### config.mk
export PLATFORM = sky130hd
export DESIGN_NAME = if_stage
export DESIGN_NICKNAME = d
export VERILOG_FILES = /design/src/rtl/if_stage.sv
export SDC_FILE = /design/constraint.sdc
export NUM_CORES = 1
export LEC_CHECK = 0
export BUFFER_PORTS_ARGS = -buffer_cell sky130_fd_sc_hd__buf_2
export CAP_MARGIN = 20
export CORE_MARGIN = 3
export CORE_UTILIZATION = 51
export DETAILED_ROUTE_END_ITERATION = 8
export PLACE_DENSITY = 0.78
export RECOVER_POWER = 25
export SYNTH_ARGS = -nofsm -noshare
export SYNTH_HDL_FRONTEND = slang
export SYNTH_SLANG_ARGS = --single-unit
### constraint.sdc
create_clock -name clk -period 3 [get_ports clk]
set_input_delay 0.3 -clock clk [delete_from_list [all_inputs] [get_ports clk]]
set_output_delay 0.3 -clock clk [all_outputs]
set_load 0.005 [all_outputs]
### src/rtl/if_stage.sv
// Instruction fetch stage: fetch PC, credit-limited SRAM requests, 2-entry instruction buffer to decode.
// Optional IF_BUF_BYPASS_EN forwards a response straight to decode when the buffer is empty.
module if_stage #(
  parameter logic [31:0] RESET_PC = 32'h1c00_0000
) (
  input  logic        clk,
  input  logic        reset,
  input  logic        ds_allowin,
  output logic        fs_to_ds_valid,
  output logic [63:0] fs_to_ds_bus,
  input  logic [32:0] br_bus,
  input  logic        flush_IF,
  output logic        inst_sram_req,
  output logic [31:0] inst_sram_addr,
  input  logic        inst_sram_addr_ok,
  input  logic        inst_sram_data_ok,
  input  logic [31:0] inst_sram_rdata
);

  logic [31:0] pc;
  logic        started;
  logic [31:0] pq0, pq1;
  logic [1:0]  out_cnt;
  logic [1:0]  cancel_cnt;
  logic [63:0] buf0, buf1;
  logic [1:0]  occ;

  logic        redirect;
  logic [31:0] target;
  logic [2:0]  credit_sum;
  logic        hs;
  logic        resp;
  logic        resp_kept;
  logic [63:0] resp_word;
  logic        buf_push;
  logic        buf_pop;

  assign redirect  = br_bus[32] | flush_IF;
  assign target    = br_bus[31:0] & ~32'h3;

  // cancel never exceeds outstanding, so the subtraction cannot underflow
  assign credit_sum    = {1'b0, out_cnt} - {1'b0, cancel_cnt} + {1'b0, occ};
  assign inst_sram_req = started && !redirect && (out_cnt < 2'd2) && (credit_sum < 3'd2);
  assign inst_sram_addr = pc;

  assign hs        = inst_sram_req && inst_sram_addr_ok;
  assign resp      = inst_sram_data_ok && (out_cnt != 2'd0);
  assign resp_kept = resp && (cancel_cnt == 2'd0) && !redirect;
  assign resp_word = {inst_sram_rdata, pq0};
  assign buf_pop   = (occ != 2'd0) && !redirect && ds_allowin;

`ifdef IF_BUF_BYPASS_EN
  logic bypass_hit;
  assign bypass_hit     = resp_kept && (occ == 2'd0);
  assign fs_to_ds_valid = ((occ != 2'd0) || bypass_hit) && !redirect;
  assign fs_to_ds_bus   = (occ != 2'd0) ? buf0 : resp_word;
  assign buf_push       = resp_kept && !(bypass_hit && ds_allowin);
`else
  assign fs_to_ds_valid = (occ != 2'd0) && !redirect;
  assign fs_to_ds_bus   = buf0;
  assign buf_push       = resp_kept;
`endif

  always_ff @(posedge clk or negedge reset) begin
    if (!reset) begin
      pc         <= RESET_PC;
      started    <= 1'b0;
      pq0        <= 32'h0;
      pq1        <= 32'h0;
      out_cnt    <= 2'd0;
      cancel_cnt <= 2'd0;
      buf0       <= 64'h0;
      buf1       <= 64'h0;
      occ        <= 2'd0;
    end else begin
      started <= 1'b1;
      // pending-pc queue follows the SRAM protocol even during a redirect
      case ({hs, resp})
        2'b10: if (out_cnt == 2'd0) pq0 <= pc; else pq1 <= pc;
        2'b01: pq0 <= pq1;
        2'b11: pq0 <= pc;
        default: ;
      endcase
      out_cnt <= out_cnt + {1'b0, hs} - {1'b0, resp};

      if (redirect) begin
        pc         <= target;
        occ        <= 2'd0;
        cancel_cnt <= out_cnt - {1'b0, resp};
      end else begin
        if (hs) pc <= pc + 32'd4;
        if (resp && (cancel_cnt != 2'd0)) cancel_cnt <= cancel_cnt - 2'd1;
        case ({buf_push, buf_pop})
          2'b10: begin
            if (occ == 2'd0) buf0 <= resp_word; else buf1 <= resp_word;
            occ <= occ + 2'd1;
          end
          2'b01: begin
            buf0 <= buf1;
            occ  <= occ - 2'd1;
          end
          2'b11: begin
            if (occ == 2'd1) begin
              buf0 <= resp_word;
            end else begin
              buf0 <= buf1;
              buf1 <= resp_word;
            end
          end
          default: ;
        endcase
      end
    end
  end

endmodule

After elaboration in Yosys (flattened, before gate mapping)
Index checks and enable logic that the tools add are counted.
Cells by class
  add/subtract/negate cells: 9
  order comparisons: 2
  equality and inequality tests: 11
  multiplexer cells: 14
  bitwise operators: 3
  reductions and logical operators: 27
Operators with widths (number)
  2-to-1 mux 64 bit: 4
  one-hot mux 64 bit (3 select lines): 1
  one-hot mux 64 bit (2 select lines): 1
  2-to-1 mux 32 bit: 3
  one-hot mux 32 bit (3 select lines): 1
  adder 32 x 3 -> 32 bit, second input constant: 1
  nonzero test 2 bit: 6
  logical AND 1 bit: 10
  nonzero test 3 bit: 3
  equality test 2 bit, second input constant: 4
  inequality test 2 bit, second input constant: 4
  equality test 2 x 1 -> 1 bit, second input constant: 3
  zero test 2 bit: 3
  2-to-1 mux 2 bit: 3
  one-hot mux 2 bit (2 select lines): 1
  AND reduction 2 bit: 2
  AND reduction 4 bit: 1
  subtractor 2 x 1 -> 2 bit: 2
  subtractor 2 x 1 -> 2 bit, second input constant: 2
  adder 3 x 2 -> 3 bit: 1
  less-than comparator 3 x 2 -> 1 bit, second input constant: 1
  AND reduction 3 bit: 1
  subtractor 2 x 2 -> 3 bit: 1
  adder 2 x 1 -> 2 bit: 1
  5 further kinds: 6
Storage, ports and cells
  register bits after elaboration: 231
  input port bits: 71
  output and inout port bits: 98
  word-level logic and storage cells: 75

Depth between registers and ports, before layout
Gate-level depths: netlist of run 1.
  word-level depth: 9
  gate-level depth with buffers: 12
  depth with buffers taken out: 11

Worst setup path after synthesis of run 1
OpenSTA, ideal clock, no wires.
  kind: register to register
  start: reg out_cnt[1]
  end: reg pq1[10]
  setup time: 0.125 ns
  arrival: 2.962 ns
  data required time: 2.875 ns
  slack: -0.086 ns
  stages on the path, launching flop included: 11
  path buffers: 1
  period minus slack after synthesis: 3.086 ns
  cells stage by stage: dfrtp_1 -> fa_1 -> inv_1 -> fa_1 -> xnor2_1 -> nand4_2 -> inv_1 -> ha_1 -> o21ai_1 -> clkbuf_1 -> mux2_2
Between the ends
  cells in the longest elaborated chain, start to end: 7
  elaborated cells on any way between the ends: 13
  classes of those cells: 2 x add/sub; 2 x order compare; 1 x eq/ne; 1 x bitwise; 7 x reduce/logical
Ends and longest elaborated chain
  from (decl): RTL line 23  | logic [1:0] out_cnt;
  from (signal assigned): RTL line 84  | out_cnt <= out_cnt + {1'b0, hs} - {1'b0, resp};
  subtractor 2 x 2 -> 3 bit: RTL line 42  | assign credit_sum = {1'b0, out_cnt} - {1'b0, cancel_cnt} + {1'b0, occ};
  adder 3 x 2 -> 3 bit: RTL line 42
  less-than comparator 3 x 2 -> 1 bit: RTL line 43  | assign inst_sram_req = started && !redirect && (out_cnt < 2'd2) && (credit_sum < 3'd2);
  logical AND 1 bit: RTL line 43
  logical AND 1 bit: RTL line 46  | assign hs = inst_sram_req && inst_sram_addr_ok;
  equality test 2 bit: RTL line 78  | case ({hs, resp})
  AND reduction 2 bit (no source line) *
  to (signal assigned): RTL line 79  | 2'b10: if (out_cnt == 2'd0) pq0 <= pc; else pq1 <= pc;
  to (decl): RTL line 22  | logic [31:0] pq0, pq1;
Mark *: on every way between the ends. The rest lies on a longest branch, timed or not.
A chain may end at the register's enable or synchronous reset.

Final worst setup path of run 1
  start: reg out_cnt[1]
  end: out inst_sram_req
Between the ends
  cells in the longest elaborated chain, start to end: 4
  elaborated cells on any way between the ends: 6
  classes of those cells: 2 x add/sub; 2 x order compare; 2 x reduce/logical
Ends and longest elaborated chain
  subtractor 2 x 2 -> 3 bit: RTL line 42
  adder 3 x 2 -> 3 bit: RTL line 42
  less-than comparator 3 x 2 -> 1 bit: RTL line 43
  logical AND 1 bit *: RTL line 43
  to (decl): RTL line 13  | output logic inst_sram_req,
Marks and branches as above.

==> metrics.txt, run 1 <==
status=finished with violations; failing checks=capacitance limit, slew limit, setup timing; main combinational cell family by area after synthesis=multiplexers; Crit path arrival time=between 2 and 3 ns; Post-Route Utilization=roughly 65%; DRC viols=0; Placer Congestion=around 0.85; Slew Limit Fails=83; Post-synth ARST share=100%; Setup Skew=between 0.01 and 0.015 ns; Synth Area in XOR/XNOR=roughly 2.7%; simple-gate area share of the yosys netlist=about 9.8%; hold slack=0.0117 ns; Filler cells=1461; Clock power frac=around 28%; initial antenna violation count=0; worst skew pair latency=between 0.5 and 0.6 ns; Sw Pwr=approximately 3.2 mW; crit path max fanout=2; Max Clock Freq=between 300 and 400 MHz; post-layout minimum cycle time=between 3 and 4 ns; worst slack at placement=0.0127 ns; num rows=50; layout cells sized above 1=approximately a third; DR vias=7188; actual slew at the worst max-slew pin=~2.1 ns; H-tree depth=1; Comb power frac=28.3%; clk buf depth=3; Avg Inst Size Synth=between 10 and 15 µm²; CTS clock-pin slew for the worst setup and hold paths=roughly 0.06 ns; min-delay worst type=in2reg; Post-synth EDFFs=0; MaxCap Viol Count=1; largest cells by area after synthesis=dfrtp_1, mux2_2, mux2i_1; die extent in x=roughly 150 µm; TritonCTS clock tree=done; initial core utilization=a little over half; Synth Area in Compound Gates=7.85%; Clock Sinks=between 200 and 250; FF+latch count, synth=roughly 220; Gate Count Post-Synth=~900; post-synthesis sequential area ratio=55.5%; placed cells=approximately 1300; DIE AREA=about 21000 µm²; Commonest cells post-synth=dfrtp_1, mux2i_1, mux2_2, nor2_1, nand2_1; Syn Std Cell Area=~10000 µm²; power per cell area=832 nW/µm²; # setup viols final=2; Final ANT Viol Nets=0; largest net degree at the start of global routing=84; VDD IR max=between 0.4 and 0.5 mV; Pre-antenna DRT Iters=5; Sw Ratio=31.1%; Flop pwr share=between 40% and 50%; relative slew slack=-38.8%; RSZ-0062 raised after global routing=yes; top cell type's share of synthesized area=between 50% and 60%; ys flop type=dfrtp_1; period utilization=100%; routed length per instance=16.6 µm; synth warn=0; Worst Setup End Kind=output port; vias per cell=between 5 and 6; Placed Instance Area=11200 µm²; All-Layer GR Usage=20.2%; IO buf count=164; Routed WL=22100 µm; area leader, netlist=dfrtp_1; grt ovf=0; clock root buffer=clkbuf_16; kind of critical path=reg2out; area grow syn2layout=23.1%; post-synthesis adder-cell area fraction=1.85%; leakage=6.24 nW; first-pass GRT wire length=36000 µm; startpoint types=register; vias in the first global route=between 7000 and 8000; ANT cells=0; cell with the most instances after synthesis=dfrtp_1; Non-Filler Instances=1329; final worst setup slack=-0.00883 ns; io pins=169; Core ar.=19000 µm²; CP Data Required Time=~2.7 ns; Final Hold Viols=0; CTS buffer count=23; Die H=between 100 and 150 µm; Int Pwr=approximately 7.1 mW; # nets final=between 1000 and 1500; synth unique cells=48; proportion of synthesized area in mux cells=a little under a fifth; DP HPWL=~14000 µm; final instance area=12300 µm²; 1st-iter DRT viols=513
-- power by group through the flow --
stage          Clock [mW]  Sequential (mW)  Combinational [mW]
2_1_floorplan           0             4.47                1.58
3_3_place_gp            0             4.50                2.63
3_5_place_dp            0             4.56                2.72
4_1_cts              2.89             4.51                2.84
5_1_grt              3.01             4.65                3.24
6_report             2.83             4.51                2.90
-- routing by layer --
layer / global-route usage [%] / wire length (µm) / up-vias
li1: - / - / 3417
met1: 30.3 / 10300 / 3507
met2: 31.1 / 10100 / 237
met3: 3.35 / 1330 / 27
met4: 5.41 / 363 / 0
met5: 0 / 0 / -
-- cell families after synthesis --
logic type	after synthesis
buffers and inverters	71
other	2
AND/OR/NAND/NOR	215
AO/OA/AOI/OAI	145
multiplexers	179
flip-flops	222
adder cells (fa/ha/maj)	14
XOR/XNOR	31
-- per-stage QoR --
stage,setup TNS (ns),total power [mW]
global placement,0,7.13
global route,-4.45,10.9
floorplan,-0.653,6.05
detailed placement,0,7.28
finish,-0.0108,10.2
CTS,-0.0585,10.2
-- layout by cell type, fill, tap and decap left out, types with 4 or more instances in the layout --
cell type	netlist	final
and4_1	5	5
nor4_2	0	6
o21ai_0	54	49
nand2_1	73	73
nand3_4	0	4
mux2_2	89	89
xnor2_1	29	26
dlygate4sd3_1	0	14
mux2i_1	90	87
o21ai_1	6	10
buf_4	3	16
clkbuf_1	28	5
buf_12	0	8
ha_1	10	8
nor2_1	76	75
a21oi_1	66	65
clkinv_2	0	5
nor3_1	10	6
inv_1	16	13
nand4_1	5	5
nand3_1	20	16
buf_2	22	163
clkbuf_8	0	5
dfrtp_1	219	219
clkbuf_16	0	23
-- state kept, by name, summed over array words and instances, names as in the netlist --
register and cells:
out_cnt 2, started 1, cancel_cnt 2, fs_to_ds_bus 63, inst_sram_addr 30, occ 2, pq1 30, buf1 62
pq0 30
-- critical path: stages (launching register included) --
cell and delay, ns:
dfrtp_1 0.40, fa_1 0.54, inv_1 0.05, fa_1 0.51, nor4b_4 0.27, buf_4 0.19, nand3_4 0.08, inv_2 0.07
buf_2 0.10
-- worst paths after layout --
| path | start | to | slack (ns) | cells after the start |
|---|---|---|---|---|
| setup / recovery | out_cnt[1]$_DFF_PN0_ | inst_sram_req | -0.009 | 8 |
| hold / removal | br_bus[26] | inst_sram_addr[26]$_DFFE_PN1P_ | 0.01 | 3 |
| setup reg to reg | out_cnt[1]$_DFF_PN0_ | pq0[28]$_DFFE_PN0P_ | 0 | 10 |
| hold reg to reg | pq1[14]$_DFFE_PN0P_ | pq1[14]$_DFFE_PN0P_ | 0.48 | 2 |
| max in group asynchronous | reset | fs_to_ds_bus[1]$_DFFE_PN0P_ | 0.43 | 3 |
| min in group asynchronous | reset | pq1[25]$_DFFE_PN0P_ | 0.94 | 2 |
-- timing repair --
item                                   4_1_cts  5_1_grt
pin swaps                                    1        7
buffers inserted                             5        1
endpoints found under the hold margin       89        0
resized for setup                            6       33
setup endpoints to repair                    3       50
hold buffers                                14        0
-- area by class of cell --
cell class              instances  area (µm²)  area share [%]
clock buffers                  33         663            5.38
clock inverters                 7        85.1           0.691
inverters                      16        60.1           0.488
multi-input cells             587        4370            35.4
flip-flops and latches        222        5560            45.1
well taps                     260         325            2.64
repair buffers                204        1260            10.2
No activity file was read; power rests on OpenSTA's default activity.
==> run 2: changes to the inputs <==
--- a/config.mk
+++ b/config.mk
@@ -5,12 +5,13 @@
 export SDC_FILE = /design/constraint.sdc
 export NUM_CORES = 1
 export LEC_CHECK = 0
+export ABC_AREA = 1
 export BUFFER_PORTS_ARGS = -buffer_cell sky130_fd_sc_hd__buf_2
 export CAP_MARGIN = 20
 export CORE_MARGIN = 3
-export CORE_UTILIZATION = 51
+export CORE_UTILIZATION = 40
 export DETAILED_ROUTE_END_ITERATION = 8
-export PLACE_DENSITY = 0.78
+export PLACE_DENSITY = 0.62
 export RECOVER_POWER = 25
 export SYNTH_ARGS = -nofsm -noshare
 export SYNTH_HDL_FRONTEND = slang
==> constraint.sdc (replaced) <==
create_clock -name clk -period 3.05 [get_ports clk]
set_input_delay 0.305 -clock clk [delete_from_list [all_inputs] [get_ports clk]]
set_output_delay 0.305 -clock clk [all_outputs]
set_load 0.005 [all_outputs]
==> metrics.txt, run 2 <==
status=finished with violations; failing checks=capacitance limit, slew limit; DR vias=9599 (+34%); CTS clock-pin slew for the worst setup and hold paths=0.06 ns (about the same); relative slew slack=-46.8% (-8.0 points); CP startpoint=out_cnt[1]$_DFF_PN0_; cell with the most instances after synthesis=nand2_1; actual slew at the worst max-slew pin=2.20 ns (+0.120 ns); kind of critical path=reg2out; synth unique cells=32 (-33%); Pre-antenna DRT Iters=7 (+2); largest net degree at the start of global routing=117 (+39%); setup TNS=0 ns (+0.0108 ns); vias per cell=4.88 (-9.9%); io pins=169 (unchanged); Routed WL=27600 µm (+25%); most frequent CP cell=fa_1; power per cell area=812 nW/µm² (-2.4%); top cell type's share of synthesized area=49.8% (-5.0 points); vias in the first global route=8923 (+27%); die extent in x=172 µm (+18%); Critical Path End=inst_sram_req; Final ANT Viol Nets=0 (unchanged); All-Layer GR Usage=18.6% (-1.7 points); largest cells by area after synthesis=dfrtp_1, nand2_1, o21ai_0; Post-synth ARST share=100% (unchanged); CTS buffer count=26 (+13%); area leader, netlist=dfrtp_1; Clock Sinks=222 (unchanged); Pwr Total=10.5 mW (+2.9%); Die H=172 µm (+18%); Core ar.=27000 µm² (+42%); setup repair bufs after CTS=0 (-5); clock root buffer=clkbuf_16; MaxCap Viol Count=1 (unchanged); grt ovf=0 (unchanged); leakage=6.87 nW (+10%); Avg Inst Size Synth=7.47 µm² (-34%); area grow syn2layout=17.9%; DIE AREA=29600 µm² (+39%); Critical Path Max Stage Delay=0.55 ns (about the same); hold_buf cts=1 (-13); Gate Count Post-Synth=1474 (+68%); Worst R2R Start=out_cnt[1]$_DFF_PN0_; # nets final=1695 (+49%); Syn Std Cell Area=11000 µm² (+10%); min-delay worst type=in2reg; Commonest cells post-synth=nand2_1, dfrtp_1, nor2_1, inv_1, o21ai_0; Max Clock Freq=roughly 340 MHz; commonest cells after routing, fill and taps aside=nand2_1, dfrtp_1, buf_2; Worst Setup End Kind=output port; R2R Path End=pq0[24]$_DFFE_PN0P_; H-tree depth=1 (unchanged); TritonCTS clock tree=done; IO buf count=164 (unchanged); clk buf depth=3 (unchanged); Final Hold Viols=0 (unchanged); # setup viols final=0 (-2); ANT cells=0 (unchanged); FF+latch count, synth=222 (unchanged); layout cells sized above 1=16.0% (-17 points); FF-to-FF path depth=11 (+1); internal reg-to-reg setup slack=0.18 ns (+0.18 ns); routed length per instance=14.0 µm (-16%); synth warn=0 (unchanged); num rows=60 (+20%); worst skew pair latency=0.53 ns (+0.02 ns); Placed Instance Area=12200 µm² (+8.6%); Setup Skew=0.0170 ns (+0.00558 ns); post-synthesis sequential area ratio=50.5% (-5.1 points); 1st-iter DRT viols=751 (+46%); DRC viols=0 (unchanged); commonest non-fill, non-tap cell in the layout=nand2_1; Placer Congestion=0.904 (+6.1%); Crit path arrival time=2.62 ns (-0.09 ns); ys flop type=dfrtp_1; startpoint types=register; first-pass GRT wire length=45500 µm (+26%); period utilization=95.8%; placed cells=1924 (+51%); crit path max fanout=3 (+1); CP Data Required Time=2.74 ns (+0.04 ns); max reg flops=63 (unchanged); Non-Filler Instances=1969 (+48%); worst path cell trace=fa_1 -> inv_1 -> fa_1 -> nand3_1 -> nor3_2 -> buf_4 -> buf_2; VDD IR max=0.446 mV (-2.7%); post_cts resized=0 (-6); Slew Limit Fails=82 (-1.2%); CP max-delay cell=fa_1; RSZ-0062 raised after global routing=no; initial core utilization=40.8% (-12 points); final instance area=13000 µm² (+5.5%); DP HPWL=18200 µm (+26%); initial antenna violation count=1 (+1); Post-synth EDFFs=0 (unchanged); post-layout minimum cycle time=about 2.9 ns
run 2: cell count changes in the layout (fill, tap and decap cells not counted), sizes merged, moves of 13 or more:
cell	change
mux2	-81
nand3	+73
nor2	+41
xnor2	-28
inv	+100
dlygate4sd3	-13
nand2	+520
o21ai	+131
a21oi	-48
mux2i	-90
run 2: routing by layer:
layer  GRT usage (%)  vias to the layer above  wire, µm
met5               0                        -         7
li1                -                     4908         -
met4            6.14                        2       914
met3            2.42                       53      1290
met1            28.2                     4410     13700
met2            27.3                      226     11600
run 2: cell type report:
| cell class | count | area, µm² |
|---|---|---|
| fillers | 2671 | 14000 |
| flip-flops and latches | 222 | 5560 |
| multi-input cells | 1062 | 4690 |
| repair buffers | 184 | 1090 |
| clock buffers | 32 | 683 |
| inverters | 116 | 435 |
| well taps | 341 | 427 |
| clock inverters | 12 | 109 |
run 2: critical path: cells and delay by family (launching register included):
kind                     cells  cell delay [ns]
flip-flops                   1             0.42
adder cells (fa/ha/maj)      2             1.09
AND/OR/NAND/NOR              2             0.27
buffers and inverters        3             0.31
run 2: stage by stage:
step | hold WS [ns] | util (%) | setup slack [ns]
finish | 0.0378 | 48.1 | 0.129
global route | 0.0261 | 48.1 | 0.0310
CTS | 0.0150 | 48.1 | 0.106
detailed placement | 0.361 | 45.1 | 0.229
global placement | 0.365 | 45.1 | 0.237
floorplan | 0.00941 | - | 0.0407
run 2: kinds of logic (layout without fill, tap and decap cells):
group / after synthesis / count (layout) / share of synthesized area (%)
XOR/XNOR: 4 / 4 / 0.318
AND/OR/NAND/NOR: 822 / 822 / 29.7
other: 2 / 3 / 0.0682
AO/OA/AOI/OAI: 213 / 213 / 9.97
adder cells (fa/ha/maj): 12 / 12 / 1.50
buffers and inverters: 191 / 344 / 7.12
multiplexers: 8 / 8 / 0.818
flip-flops: 222 / 222 / 50.5
run 2: how the worst min path moves through the flow:
stage / cells after the start / endpoint / start
after floorplan: 0 / buf1[10]$_DFFE_PN0P_ / reset
after global placement: 1 / fs_to_ds_bus[13]$_DFFE_PN0P_ / reset
after detailed placement: 1 / buf1[13]$_DFFE_PN0P_ / reset
after CTS: 3 / buf1[51]$_DFFE_PN0P_ / inst_sram_rdata[19]
after global routing: 3 / buf1[53]$_DFFE_PN0P_ / inst_sram_rdata[21]
final: 3 / buf1[51]$_DFFE_PN0P_ / inst_sram_rdata[19]
run 2: power by group:
group	switching (mW)	total [mW]	internal, mW
combinational	1.65	2.88	1.23
sequential	0.679	4.76	4.08
clock	1.23	2.91	1.68
total	3.56	10.5	6.99
==> run 3: changes to the inputs <==
--- a/config.mk
+++ b/config.mk
@@ -5,7 +5,6 @@
 export SDC_FILE = /design/constraint.sdc
 export NUM_CORES = 1
 export LEC_CHECK = 0
-export ABC_AREA = 1
 export BUFFER_PORTS_ARGS = -buffer_cell sky130_fd_sc_hd__buf_2
 export CAP_MARGIN = 20
 export CORE_MARGIN = 3
@@ -13,6 +12,7 @@
 export DETAILED_ROUTE_END_ITERATION = 8
 export PLACE_DENSITY = 0.62
 export RECOVER_POWER = 25
+export SLEW_MARGIN = 20
 export SYNTH_ARGS = -nofsm -noshare
 export SYNTH_HDL_FRONTEND = slang
 export SYNTH_SLANG_ARGS = --single-unit
==> metrics.txt, run 3 (same netlist as run 1, synthesis figures left out) <==
status=finished with violations; failing checks=capacitance limit, slew limit; final instance area=12400 µm² (-4.6%); # setup viols final=0 (unchanged); worst slack at placement=0.0329 ns (-0.196 ns); crit path max fanout=4 (+1); CTS clock-pin slew for the worst setup and hold paths=0.05 ns (about the same); final worst setup slack=0.0858 ns (-0.0430 ns); die extent in x=164 µm (-4.5%); commonest cells after routing, fill and taps aside=dfrtp_1, buf_2, mux2_2; startpoint types=register; leakage=6.22 nW (-9.4%); num rows=57 (-5.0%); initial antenna violation count=0 (-1); H-tree depth=1 (unchanged); Pwr Total=10.0 mW (-4.8%); period utilization=97.2% (+1.4 points); Core ar.=24500 µm² (-9.5%); vias in the first global route=6739 (-24%); DRC viols=0 (unchanged); Sw Ratio=30.7% (-3.0 points); routed length per instance=15.8 µm (+13%); CTS buffer count=25 (-3.8%); worst skew pair latency=0.51 ns (-0.02 ns); Sw Pwr=3.08 mW (-13%); DIE AREA=27000 µm² (-8.8%); power per cell area=810 nW/µm² (-0.21%); Pre-antenna DRT Iters=4 (-3); post-layout minimum cycle time=2.96 ns (+0.0430 ns); Filler cells=2193 (-18%); commonest non-fill, non-tap cell in the layout=dfrtp_1; Flop pwr share=44.2% (-0.9 points); Clock power frac=28.8% (+1.2 points); min-delay worst type=in2reg; area grow syn2layout=23.8%; clock root buffer=clkbuf_16; first-pass GRT wire length=35700 µm (-21%); CP max-delay cell=fa_1; GRT Max-Usage Layer=met1; Post-Route Utilization=50.7% (+2.6 points); MaxCap Viol Count=1 (unchanged); kind of critical path=reg2out; DP HPWL=14700 µm (-19%); DR vias=7010 (-27%); Final Hold Viols=0 (unchanged); 1st-iter DRT viols=476 (-37%); initial core utilization=40.9% (+0.16 points); Clock Sinks=222 (unchanged); io pins=169 (unchanged); CP Data Required Time=2.74 ns (about the same); # nets final=1145 (-32%); worst path cell trace=fa_1 -> inv_1 -> fa_1 -> nor4b_4 -> buf_4 -> nand3_4 -> inv_2 -> buf_6; Setup Skew=0.00808 ns (-0.00891 ns); most frequent CP cell=fa_1; TritonCTS clock tree=done; layout cells sized above 1=31.6% (+16 points); largest net degree at the start of global routing=92 (-21%); Placer Congestion=0.809 (-11%); Crit path arrival time=2.66 ns (+0.04 ns); Worst Setup End Kind=output port; Slew Limit Fails=92 (+12%); Max Clock Freq=337 MHz (-1.5%); Placed Instance Area=11300 µm² (-7.0%); actual slew at the worst max-slew pin=2.39 ns (+0.190 ns); Final ANT Viol Nets=0 (unchanged); met1 Use GR=24.4% (-3.8 points); VDD IR max=0.372 mV (-16%); grt ovf=0 (unchanged); vias per cell=5.01 (+2.7%); grt met3 use=2.72% (+0.30 points); Int Pwr=6.96 mW (-0.42%); hold slack=0.0178 ns (-0.0200 ns); Die H=164 µm (-4.5%); Comb power frac=27.1% (-0.2 points); Routed WL=22100 µm (-20%); Critical Path Max Stage Delay=0.54 ns (about the same); relative slew slack=-59.5% (-13 points); clk buf depth=3 (unchanged); IO buf count=164 (unchanged); max reg flops=63 (unchanged); met2 global-route usage=24.4% (-3.0 points); ANT cells=0 (unchanged); RSZ-0062 raised after global routing=yes; All-Layer GR Usage=16.2% (-2.3 points)
[run 3: power by group through the flow]
| stage | Clock [mW] | Combinational, mW | Sequential [mW] |
|---|---|---|---|
| 4_1_cts | 2.99 | 2.73 | 4.43 |
| 3_5_place_dp | 0 | 2.67 | 4.49 |
| 3_3_place_gp | 0 | 2.62 | 4.44 |
| 5_1_grt | 3.12 | 3.08 | 4.56 |
| 2_1_floorplan | 0 | 1.55 | 4.39 |
| 6_report | 2.89 | 2.72 | 4.43 |
[run 3: worst paths after layout]
kind                                       from                             to  slack, ns  depth (start not counted)
max                        out_cnt[1]$_DFF_PN0_                  inst_sram_req       0.09                          8
min                                   br_bus[3]  inst_sram_addr[3]$_DFFE_PN0P_       0.02                          3
max reg2reg                out_cnt[1]$_DFF_PN0_           out_cnt[1]$_DFF_PN0_       0.09                         11
min reg2reg                 pq1[14]$_DFFE_PN0P_            pq1[14]$_DFFE_PN0P_       0.48                          2
max in group asynchronous                 reset   fs_to_ds_bus[60]$_DFFE_PN0P_       0.50                          3
min in group asynchronous                 reset            pq1[21]$_DFFE_PN0P_       1.03                          2
[run 3: repair_timing]
item                                    CTS  global route
pin swaps                                 2             0
setup buffers                             2             2
hold buffers                             19             0
endpoints found under the hold margin   102             0
endpoints found under the setup margin    1            68
resized for setup                         2            15
[run 3: critical path: cells and delay by family, from the launching register on]
family,cells,cell delay [ns]
and+or+nand+nor,2,0.32
adders and majority gates,2,1.03
buffers and inverters,4,0.41
DFF,1,0.39
[run 3: cell type report]
class,instances,area (µm²),share of cell area (%)
tap,324,405,3.27
multi-input combinational,587,4250,34.3
inverter,16,60.1,0.485
timing repair buffer,210,1330,10.7
clock inverter,5,58.8,0.474
clock buffer,36,737,5.95
sequential,222,5560,44.8
[run 3: per-layer routing]
layer / vias up / wire, µm / share of wire [%]
met5: - / 0 / 0
met4: 0 / 385 / 1.7
met3: 27 / 1310 / 5.9
met2: 176 / 9380 / 42
met1: 3361 / 11000 / 50
li1: 3446 / - / -
[run 3: metrics by stage]
| step | TNS, ns | instances |
|---|---|---|
| after detailed placement | 0 | 1337 |
| after CTS | -0.00990 | 1398 |
| after floorplan | -0.726 | 880 |
| after global placement | 0 | 1337 |
| after global routing | -0.596 | 1400 |
| final | 0 | 1400 |
